## config.mk

```make
export PLATFORM = sky130hd
export DESIGN_NAME = stack_alu_seq_flat
export DESIGN_NICKNAME = d
export VERILOG_FILES = /design/src/rtl/stack_alu_seq_if.sv /design/src/rtl/stack_alu_seq.sv /design/src/flat_wrapper.sv
export SDC_FILE = /design/constraint.sdc
export NUM_CORES = 1
export LEC_CHECK = 0
export CAP_MARGIN = 20
export CORE_MARGIN = 3
export CORE_UTILIZATION = 57
export CTS_BUF_LIST = sky130_fd_sc_hd__clkbuf_16
export CTS_CLUSTER_DIAMETER = 200
export DETAILED_ROUTE_END_ITERATION = 8
export PLACE_DENSITY_LB_ADDON = 0.2
export SLEW_MARGIN = 40
export SYNTH_ARGS = -nofsm -noshare
export SYNTH_HDL_FRONTEND = slang
export SYNTH_SLANG_ARGS = --single-unit
```

## constraint.sdc

```tcl
create_clock -name clk -period 6.2 [get_ports clk]
set_clock_uncertainty 0.05 [all_clocks]
set_input_delay 1.24 -clock clk [delete_from_list [all_inputs] [get_ports clk]]
set_output_delay 1.24 -clock clk [all_outputs]
set_load 0.005 [all_outputs]
```

## src/rtl/stack_alu_seq_if.sv

```systemverilog
// Command/result bundle for the sequential stack ALU.
// The decoder drives master and the ALU is the slave.
interface stack_alu_seq_if #(
    parameter int DATA_WIDTH = 16,
    parameter int DEPTH      = 8
);
    localparam int CW = $clog2(DEPTH + 1);

    logic                  op_valid;
    logic                  op_ready;
    logic [2:0]            opcode;
    logic [DATA_WIDTH-1:0] input_data;
    logic [DATA_WIDTH-1:0] output_data;
    logic                  out_valid;
    logic                  overflow;
    logic                  stack_error;
    logic                  empty;
    logic                  full;
    logic [CW-1:0]         count;

    modport master (
        output op_valid, opcode, input_data,
        input  op_ready, output_data, out_valid,
        input  overflow, stack_error, empty, full, count
    );

    modport slave (
        input  op_valid, opcode, input_data,
        output op_ready, output_data, out_valid,
        output overflow, stack_error, empty, full, count
    );
endinterface

```

## src/rtl/stack_alu_seq.sv

```systemverilog
// LIFO operand stack with add/sub and an iterative
// shift-add signed multiplier, one partial product per cycle.
module stack_alu_seq #(
    parameter int DATA_WIDTH = 16,
    parameter int DEPTH      = 8
) (
    input  logic           clk,
    input  logic           rst_n,
    stack_alu_seq_if.slave bus
);
    localparam int W  = DATA_WIDTH;
    localparam int CW = $clog2(DEPTH + 1);
    localparam int AW = (DEPTH > 1) ? $clog2(DEPTH) : 1;
    localparam int IW = $clog2(W);

    localparam logic [2:0] OP_NOP  = 3'b000;
    localparam logic [2:0] OP_SUB  = 3'b001;
    localparam logic [2:0] OP_DUP  = 3'b010;
    localparam logic [2:0] OP_SWAP = 3'b011;
    localparam logic [2:0] OP_ADD  = 3'b100;
    localparam logic [2:0] OP_MUL  = 3'b101;
    localparam logic [2:0] OP_PUSH = 3'b110;
    localparam logic [2:0] OP_POP  = 3'b111;

    typedef enum logic {IDLE, MUL} state_t;

    state_t          state_q;
    logic [W-1:0]    stk_q [DEPTH];
    logic [CW-1:0]   cnt_q, cnt_d;
    logic [W-1:0]    out_q;
    logic            ovf_q, err_q, vld_q;
    logic [2*W-1:0]  acc_q, mcd_q, acc_n, pp;
    logic [W-1:0]    mpl_q;
    logic [IW-1:0]   idx_q;

    logic [AW-1:0]   ia, ib, ip;
    logic [W-1:0]    a, b, sum, dif, res;
    logic            add_ovf, sub_ovf, ovf_c, mul_ovf;
    logic            has1, has2, full_w, legal, last;
    logic            we0, we1;
    logic [AW-1:0]   wa0, wa1;
    logic [W-1:0]    wd0, wd1;

    assign ib = AW'(cnt_q - 1'b1);
    assign ia = AW'(cnt_q - CW'(2));
    assign ip = AW'(cnt_q);
    assign a  = stk_q[ia];
    assign b  = stk_q[ib];

    assign sum     = a + b;
    assign dif     = a - b;
    assign add_ovf = (a[W-1] == b[W-1]) && (sum[W-1] != a[W-1]);
    assign sub_ovf = (a[W-1] != b[W-1]) && (dif[W-1] != a[W-1]);

    // The multiplier MSB carries negative weight, so it is subtracted.
    assign last    = idx_q == IW'(W - 1);
    assign pp      = mpl_q[0] ? mcd_q : '0;
    assign acc_n   = last ? acc_q - pp : acc_q + pp;
    assign mul_ovf = !((&acc_n[2*W-1:W-1]) || !(|acc_n[2*W-1:W-1]));

    assign has1   = cnt_q != '0;
    assign has2   = cnt_q >= CW'(2);
    assign full_w = cnt_q == CW'(DEPTH);

    always_comb begin
        legal = 1'b1;
        res   = out_q;
        ovf_c = 1'b0;
        cnt_d = cnt_q;
        we0   = 1'b0;
        we1   = 1'b0;
        wa0   = ip;
        wd0   = bus.input_data;
        wa1   = ia;
        wd1   = b;
        unique case (bus.opcode)
            OP_NOP: legal = 1'b1;
            OP_PUSH: begin
                legal = !full_w;
                res   = bus.input_data;
                cnt_d = cnt_q + 1'b1;
                we0   = legal;
            end
            OP_POP: begin
                legal = has1;
                res   = b;
                cnt_d = cnt_q - 1'b1;
            end
            OP_DUP: begin
                legal = has1 && !full_w;
                res   = b;
                wd0   = b;
                cnt_d = cnt_q + 1'b1;
                we0   = legal;
            end
            OP_SWAP: begin
                legal = has2;
                res   = a;
                wa0   = ib;
                wd0   = a;
                we0   = legal;
                we1   = legal;
            end
            OP_ADD, OP_SUB: begin
                legal = has2;
                res   = (bus.opcode == OP_ADD) ? sum : dif;
                ovf_c = (bus.opcode == OP_ADD) ? add_ovf : sub_ovf;
                cnt_d = cnt_q - 1'b1;
                wa0   = ia;
                wd0   = res;
                we0   = legal;
            end
            OP_MUL: legal = has2;
        endcase
        if (!(state_q == IDLE && bus.op_valid)) begin
            we0 = 1'b0;
            we1 = 1'b0;
        end
        if (state_q == MUL && last) begin
            we0 = 1'b1;
            wa0 = ia;
            wd0 = acc_n[W-1:0];
        end
    end

    // Stack storage has no reset; count alone defines valid entries.
    always_ff @(posedge clk) begin
        if (we0) stk_q[wa0] <= wd0;
        if (we1) stk_q[wa1] <= wd1;
    end

    always_ff @(posedge clk or negedge rst_n) begin
        if (!rst_n) begin
            state_q <= IDLE;
            cnt_q   <= '0;
            out_q   <= '0;
            ovf_q   <= 1'b0;
            err_q   <= 1'b0;
            vld_q   <= 1'b0;
            acc_q   <= '0;
            mcd_q   <= '0;
            mpl_q   <= '0;
            idx_q   <= '0;
        end else begin
            vld_q <= 1'b0;
            unique case (state_q)
                IDLE: if (bus.op_valid && bus.opcode != OP_NOP) begin
                    if (!legal) begin
                        vld_q <= 1'b1;
                        err_q <= 1'b1;
                        ovf_q <= 1'b0;
                    end else if (bus.opcode == OP_MUL) begin
                        state_q <= MUL;
                        acc_q   <= '0;
                        mcd_q   <= {{W{a[W-1]}}, a};
                        mpl_q   <= b;
                        idx_q   <= '0;
                    end else begin
                        vld_q <= 1'b1;
                        err_q <= 1'b0;
                        ovf_q <= ovf_c;
                        out_q <= res;
                        cnt_q <= cnt_d;
                    end
                end
                MUL: begin
                    acc_q <= acc_n;
                    mcd_q <= mcd_q << 1;
                    mpl_q <= mpl_q >> 1;
                    idx_q <= idx_q + 1'b1;
                    if (last) begin
                        state_q <= IDLE;
                        vld_q   <= 1'b1;
                        err_q   <= 1'b0;
                        ovf_q   <= mul_ovf;
                        out_q   <= acc_n[W-1:0];
                        cnt_q   <= cnt_q - 1'b1;
                    end
                end
            endcase
        end
    end

    assign bus.op_ready    = state_q == IDLE;
    assign bus.output_data = out_q;
    assign bus.out_valid   = vld_q;
    assign bus.overflow    = ovf_q;
    assign bus.stack_error = err_q;
    assign bus.empty       = cnt_q == '0;
    assign bus.full        = full_w;
    assign bus.count       = cnt_q;
endmodule

```

## src/flat_wrapper.sv

```systemverilog
// flat-port wrapper written by rule: the top's interface ports become plain ports
module stack_alu_seq_flat 
#(
    parameter int DATA_WIDTH = 16,
    parameter int DEPTH      = 8
)
  (clk, rst_n, bus_op_valid, bus_opcode, bus_input_data, bus_op_ready, bus_output_data, bus_out_valid, bus_overflow, bus_stack_error, bus_empty, bus_full, bus_count);
  stack_alu_seq_if #(.DATA_WIDTH(DATA_WIDTH), .DEPTH(DEPTH)) bus_i ();
  input  logic clk;
  input  logic rst_n;
  input wire logic [$bits(bus_i.op_valid)-1:0] bus_op_valid;
  input wire logic [$bits(bus_i.opcode)-1:0] bus_opcode;
  input wire logic [$bits(bus_i.input_data)-1:0] bus_input_data;
  output wire logic [$bits(bus_i.op_ready)-1:0] bus_op_ready;
  output wire logic [$bits(bus_i.output_data)-1:0] bus_output_data;
  output wire logic [$bits(bus_i.out_valid)-1:0] bus_out_valid;
  output wire logic [$bits(bus_i.overflow)-1:0] bus_overflow;
  output wire logic [$bits(bus_i.stack_error)-1:0] bus_stack_error;
  output wire logic [$bits(bus_i.empty)-1:0] bus_empty;
  output wire logic [$bits(bus_i.full)-1:0] bus_full;
  output wire logic [$bits(bus_i.count)-1:0] bus_count;
  assign bus_i.op_valid = bus_op_valid;
  assign bus_i.opcode = bus_opcode;
  assign bus_i.input_data = bus_input_data;
  assign bus_op_ready = bus_i.op_ready;
  assign bus_output_data = bus_i.output_data;
  assign bus_out_valid = bus_i.out_valid;
  assign bus_overflow = bus_i.overflow;
  assign bus_stack_error = bus_i.stack_error;
  assign bus_empty = bus_i.empty;
  assign bus_full = bus_i.full;
  assign bus_count = bus_i.count;
  stack_alu_seq #(.DATA_WIDTH(DATA_WIDTH), .DEPTH(DEPTH)) u_core (.clk(clk), .rst_n(rst_n), .bus(bus_i));
endmodule
```

# --- Yosys cells after proc, flatten, opt, wreduce, memory -nomap -nowiden ---
# Memory sizes are Yosys's and may differ from the RTL's.
# Cells that the tools add are included.
classes:
  bitwise_logic: 1
  n_mux: 67
  div_mod_pow: 0
  n_lt_le_gt_ge: 1
  n_reduce_logical: 26
  shifts: 0
  n_addsub: 8
  n_eq_ne: 21
  mul: 0
ops:
  columns: ["operator", "n"]
  rows:
  - ["$mux 32", 8]
  - ["$mux 16", 9]
  - ["$pmux 32 s2", 2]
  - ["$pmux 16 s2", 2]
  - ["$pmux 16 s4", 1]
  - ["$pmux 16 s3", 1]
  - ["$add 32x32->32", 1]
  - ["$sub 32x32->32", 1]
  - ["$mux 4", 7]
  - ["$mux 1", 26]
  - ["$pmux 4 s2", 3]
  - ["$reduce_and 17->1", 1]
  - ["$reduce_or 17->1", 1]
  - ["$add 16x16->16", 1]
  - ["$sub 16x16->16", 1]
  - ["$eq 3x3->1 const B", 4]
  - ["$reduce_and 5->1", 2]
  - ["$add 4x1->4 const B", 2]
  - ["$eq 4x4->1 const B", 2]
  - ["$pmux 1 s2", 4]
  - ["$eq 3x2->1 const B", 2]
  - ["$logic_and 1x1->1", 6]
  - ["$ne 2x1->1 const B", 3]
  - ["$ne 3x3->1 const B", 2]
  - ["23 further kinds", 32]
word_totals:
  out_inout_bits: 26
  latch_bits: 0
  regBits: 108
  word_cells: 135
  romBits: 0
  inputBits: 22
  ramBits: 128
  memories: 1
memory_table:
  columns: ["name", "depth", "width", "read_ports", "rd_ports_with_merged_regs", "write_ports", "line", "text"]
  rows:
  - ["u_core.stk_q", 8, 16, 2, 0, 2, "stack_alu_seq.sv:28", "logic [W-1:0] stk_q [DEPTH];"]

# --- Longest topological paths before layout ---
# An unclocked memory read counts as a cell.
logic_depth:
  depth_word: 11
  ltp_mapped: 24
  ltp_nobuf: 20

# --- Worst setup path before layout ---
# OpenSTA, ideal clock, no wires.
synth_path:
  path_kind: "reg2reg"
  start: "register u_core.cnt_q[0], in the netlist u_core.bus.count[0]"
  end: "memory u_core.stk_q[0][12] (netlist name), data pin"
  slack_ns: 0.169
  period_less_slack_ns: 6.031
  stages_incl_launch_ff: 24
  t_arrival_ns: 5.702
  required_ns: 5.871
  n_path_buf: 7
  setup_time_ns: 0.279
  cell_sequence: "dfrtp_1 > buf_2 > buf_2 > buf_2 > inv_1 > ha_1 > clkbuf_1 > clkbuf_1 > clkbuf_1 > mux4_2 > mux2i_1 > clkbuf_1 > inv_1 > fa_1 > nor2b_1 > o21bai_1 > a21oi_1 > o21bai_1 > a211oi_1 > o31ai_1 > a31o_2 > a21oi_1 > o22ai_1 > mux2i_1"
synth_lines:
  columns: ["item", "line", "text"]
  rows:
  - ["from (decl)", "stack_alu_seq.sv:29", "logic [CW-1:0] cnt_q, cnt_d;"]
  - ["from (signal assigned)", "stack_alu_seq.sv:163", "cnt_q <= cnt_d;"]
  - ["from (signal assigned)", "stack_alu_seq.sv:177", "cnt_q <= cnt_q - 1'b1;"]
  - ["to (decl)", "stack_alu_seq.sv:28", null]

# --- Worst setup path in the final report ---
layout_path:
  start: "register u_core.mcd_q[3]"
  end: "register u_core.ovf_q, in the netlist u_core.bus.overflow"
layout_between:
  elab_chain_len: 9
  word_cells_on_any_way: 11
layout_rtl:
  columns: ["item", "line", "text"]
  rows:
  - ["from (decl)", "stack_alu_seq.sv:32", "logic [2*W-1:0] acc_q, mcd_q, acc_n, pp;"]
  - ["from (signal assigned)", "stack_alu_seq.sv:155", "mcd_q <= {{W{a[W-1]}}, a};"]
  - ["from (signal assigned)", "stack_alu_seq.sv:168", "mcd_q <= mcd_q << 1;"]
  - ["$mux 32 *", "stack_alu_seq.sv:57", "assign pp = mpl_q[0] ? mcd_q : '0;"]
  - ["$add 32x32->32 / $sub 32x32->32 (equally long branches)", "stack_alu_seq.sv:58", "assign acc_n = last ? acc_q - pp : acc_q + pp;"]
  - ["$mux 32 *", "stack_alu_seq.sv:58", null]
  - ["$reduce_or 17->1", "stack_alu_seq.sv:59", "assign mul_ovf = !((&acc_n[2*W-1:W-1]) || !(|acc_n[2*W-1:W-1]));"]
  - ["$logic_not 1->1", "stack_alu_seq.sv:59", null]
  - ["$logic_or 1x1->1 *", "stack_alu_seq.sv:59", null]
  - ["$logic_not 1->1 *", "stack_alu_seq.sv:59", null]
  - ["$mux 1 *", "stack_alu_seq.sv:171", "if (last) begin"]
  - ["$pmux 1 s2 *", "stack_alu_seq.sv:146", "unique case (state_q)"]
  - ["to (signal assigned)", "stack_alu_seq.sv:161", "ovf_q <= ovf_c;"]
  - ["to (signal assigned)", "stack_alu_seq.sv:175", "ovf_q <= mul_ovf;"]
  - ["to (decl)", "stack_alu_seq.sv:31", "logic ovf_q, err_q, vld_q;"]
# Every way passes the cells marked *; elsewhere a longest branch is shown, timed or not. The select of a mux whose other input is x is not followed.
# A chain may end at the register's enable or synchronous reset.

==> metrics <==
run status=finished clean; crit path capture type=register; syn_area_per_cell=9.49 sq um; max-cap viol count=0; cts repair resizes=0; CTS buffer count=27; Reg area=6550 sq um; final WL=57800 um; Main synth FF type=edfxtp_1; Clk pin slew, worst setup/hold paths=60 ps; DR WL/cell=25.8 um; initial antenna violation count=0; Via density=6.93; GRT overflow=0; largest fanout on the critical path=5; die area=32300 sq um; Max-Slew Margin vs Limit=41.0%; DRC=0; Synth cell types=82; Worst Path Required=6580 ps; number of filler cells placed in the layout=2289; Ports=48; Ys Warns=0; top post-synthesis cells by area=edfxtp_1, dfrtp_1, mux4_2; post-layout minimum cycle time=5510 ps; Adder-Cell Fraction of Synth Area=5.51%; IO Port Bufs=47; share of cells above drive strength 1=12.6%; Netlist Area Pre-Place=17200 sq um; Final #Nets=1935; setup TNS=0 ps; largest net degree at the start of global routing=72; Vias=15500; commonest cells after routing, fill and taps aside=nand2_1, o21ai_0, mux2i_1, edfxtp_1, nor2_1; First DRT Iteration DRCs=2167; first-pass GRT wire length=87800 um; H-tree depth=1; HP Class=register to register; share of the synthesized area in the top cell type=22.3%; Core Area=29200 sq um; cell count after synthesis=1814; XOR/XNOR share of the synthesized area=2.99%; Startpoint Class=register; Fmax achieved=181 MHz; Seq/Total Area, Yosys=38.0%; Layout area overhead=12.0%; simple-gate share of the synthesized area=13.9%; RSZ-0062 raised after global routing=no; dpl hpwl=40700 um; clock tree buffer depth=3; Syn Nets=1910; Die X-Extent=180 um; GP Congestion=0.996; commonest non-fill, non-tap cell in the layout=nand2_1; cell taking the most area after synthesis=edfxtp_1; Worst-Margin Slew=883 ps; number of global-route vias before repair=14600; Pins Over Slew Limit=0; fin crit share=88.9%; Clock Latency Late Sink=570 ps; final setup fails=0; Root Buffer Master=clkbuf_16; ys async rst share=45.8%; final antenna-violating net count=0; complex-gate fraction of the synthesized area=18.8%; Yosys reg bits=236; GRT Overall Usage=34.5%; placement row count=62; DRT Pass-1 Iters=8; CTS tree=yes; Setup Crit Path Kind=register to register; number of enable flip-flop cells after synthesis=128; largest family of logic cells by synthesized area=compound AO/OA/AOI/OAI gates; hold_buf cts=0; antenna cells=0; multiplexer share of the synthesized area=16.8%; number of post-CTS setup repair buffers=0; Initial Util=58.9%; multi-input logic area=10000 sq um; final hold vios=0; TritonCTS Sinks=236; CP arrival=5890 ps; die height=180 um
==> final cells by class <==
class / count / area share, %
clock buffer: 28 / 3.63
clock inverter: 21 / 1.39
inverter: 53 / 1.03
multi-input combinational: 1400 / 52.1
sequential: 236 / 34.0
tap: 384 / 2.49
timing repair buffer: 121 / 5.39
==> stage by stage <==
stage               area [sq um]  worst slack [ps]  std cells  hold WS [ps]  util (%)
floorplan                  17200               169       1814           400         -
global placement           18300               717       2194           414      62.5
detailed placement         18300               852       2194           426      62.6
CTS                        19300               801       2243           442      65.9
global route               19300               379       2243           466      65.9
finish                     19300               688       2243           430      65.9
==> cells by family (layout without fill, tap and decap cells) <==
group	Yosys count	count (layout)
and+or+nand+nor	537	537
adders and majority gates	74	74
muxes	207	207
DFF	236	236
xor gates and xnor gates	58	58
AOI/OAI and AO/OA	524	524
buffers and inverters	178	223
==> state kept, by name, summed over array words and instances, names as in the netlist <==
register	count
u_core.stk_q	128
u_core.acc_q	32
u_core.mcd_q	32
u_core.bus.output_data	16
u_core.mpl_q	16
u_core.bus.count	4
u_core.idx_q	4
u_core.bus.out_valid	1
u_core.bus.overflow	1
u_core.bus.stack_error	1
u_core.state_q	1
==> worst max-delay path: stages (launching register included) <==
cell and delay, ps:
dfrtp_1 450, or3_1 400, a21boi_0 590, and3_1 330, nand2_1 110, nor3_1 220, o21bai_1 90, o311ai_0 220
ha_1 400, a21oi_1 240, o21ai_0 190, or3_1 370, or3_4 350, and3_1 190, a311o_1 350, nor4b_2 310
nand4b_1 190, o41ai_2 230, nor2_1 80
==> cell usage after synthesis, types with 15 or more instances <==
cell	instances
xnor2_1	31
ha_1	71
mux4_2	64
a21oi_1	110
nor3_1	24
inv_1	51
mux2_2	15
o22ai_1	16
nand3_1	37
xor2_1	26
nor2_1	124
a211oi_1	15
mux2i_1	128
a21o_1	24
edfxtp_1	128
nand2_1	253
clkbuf_1	111
dfrtp_1	108
o21ai_0	200
==> final timing paths <==
check / startpoint / end / slack (ps) / depth (start not counted)
min: u_core.bus.output_data[6]$_DFFE_PN0P_ / u_core.bus.output_data[6]$_DFFE_PN0P_ / 430 / 2
min in group asynchronous: rst_n / u_core.mpl_q[8]$_DFFE_PN0P_ / 690 / 1
max in group asynchronous: rst_n / u_core.state_q$_DFF_PN0_ / 4340 / 2
max reg2reg: u_core.mcd_q[3]$_DFFE_PN0P_ / u_core.bus.overflow$_DFFE_PN0P_ / 690 / 18
min reg2reg: u_core.bus.output_data[6]$_DFFE_PN0P_ / u_core.bus.output_data[6]$_DFFE_PN0P_ / 430 / 2
max: u_core.mcd_q[3]$_DFFE_PN0P_ / u_core.bus.overflow$_DFFE_PN0P_ / 690 / 18
==> layer usage <==
layer  global-route usage (%)  share of wire, %  vias to the layer above
li1                         -                 -                     6783
met1                     49.3                40                     7502
met2                     50.5                42                     1071
met3                     9.54                13                      186
met4                     12.9               4.5                        0
met5                        0                 0                        -
Power is left out: the tool's default activity adds up to more than one toggle a clock period on the data nets, which glitch-free logic cannot reach.
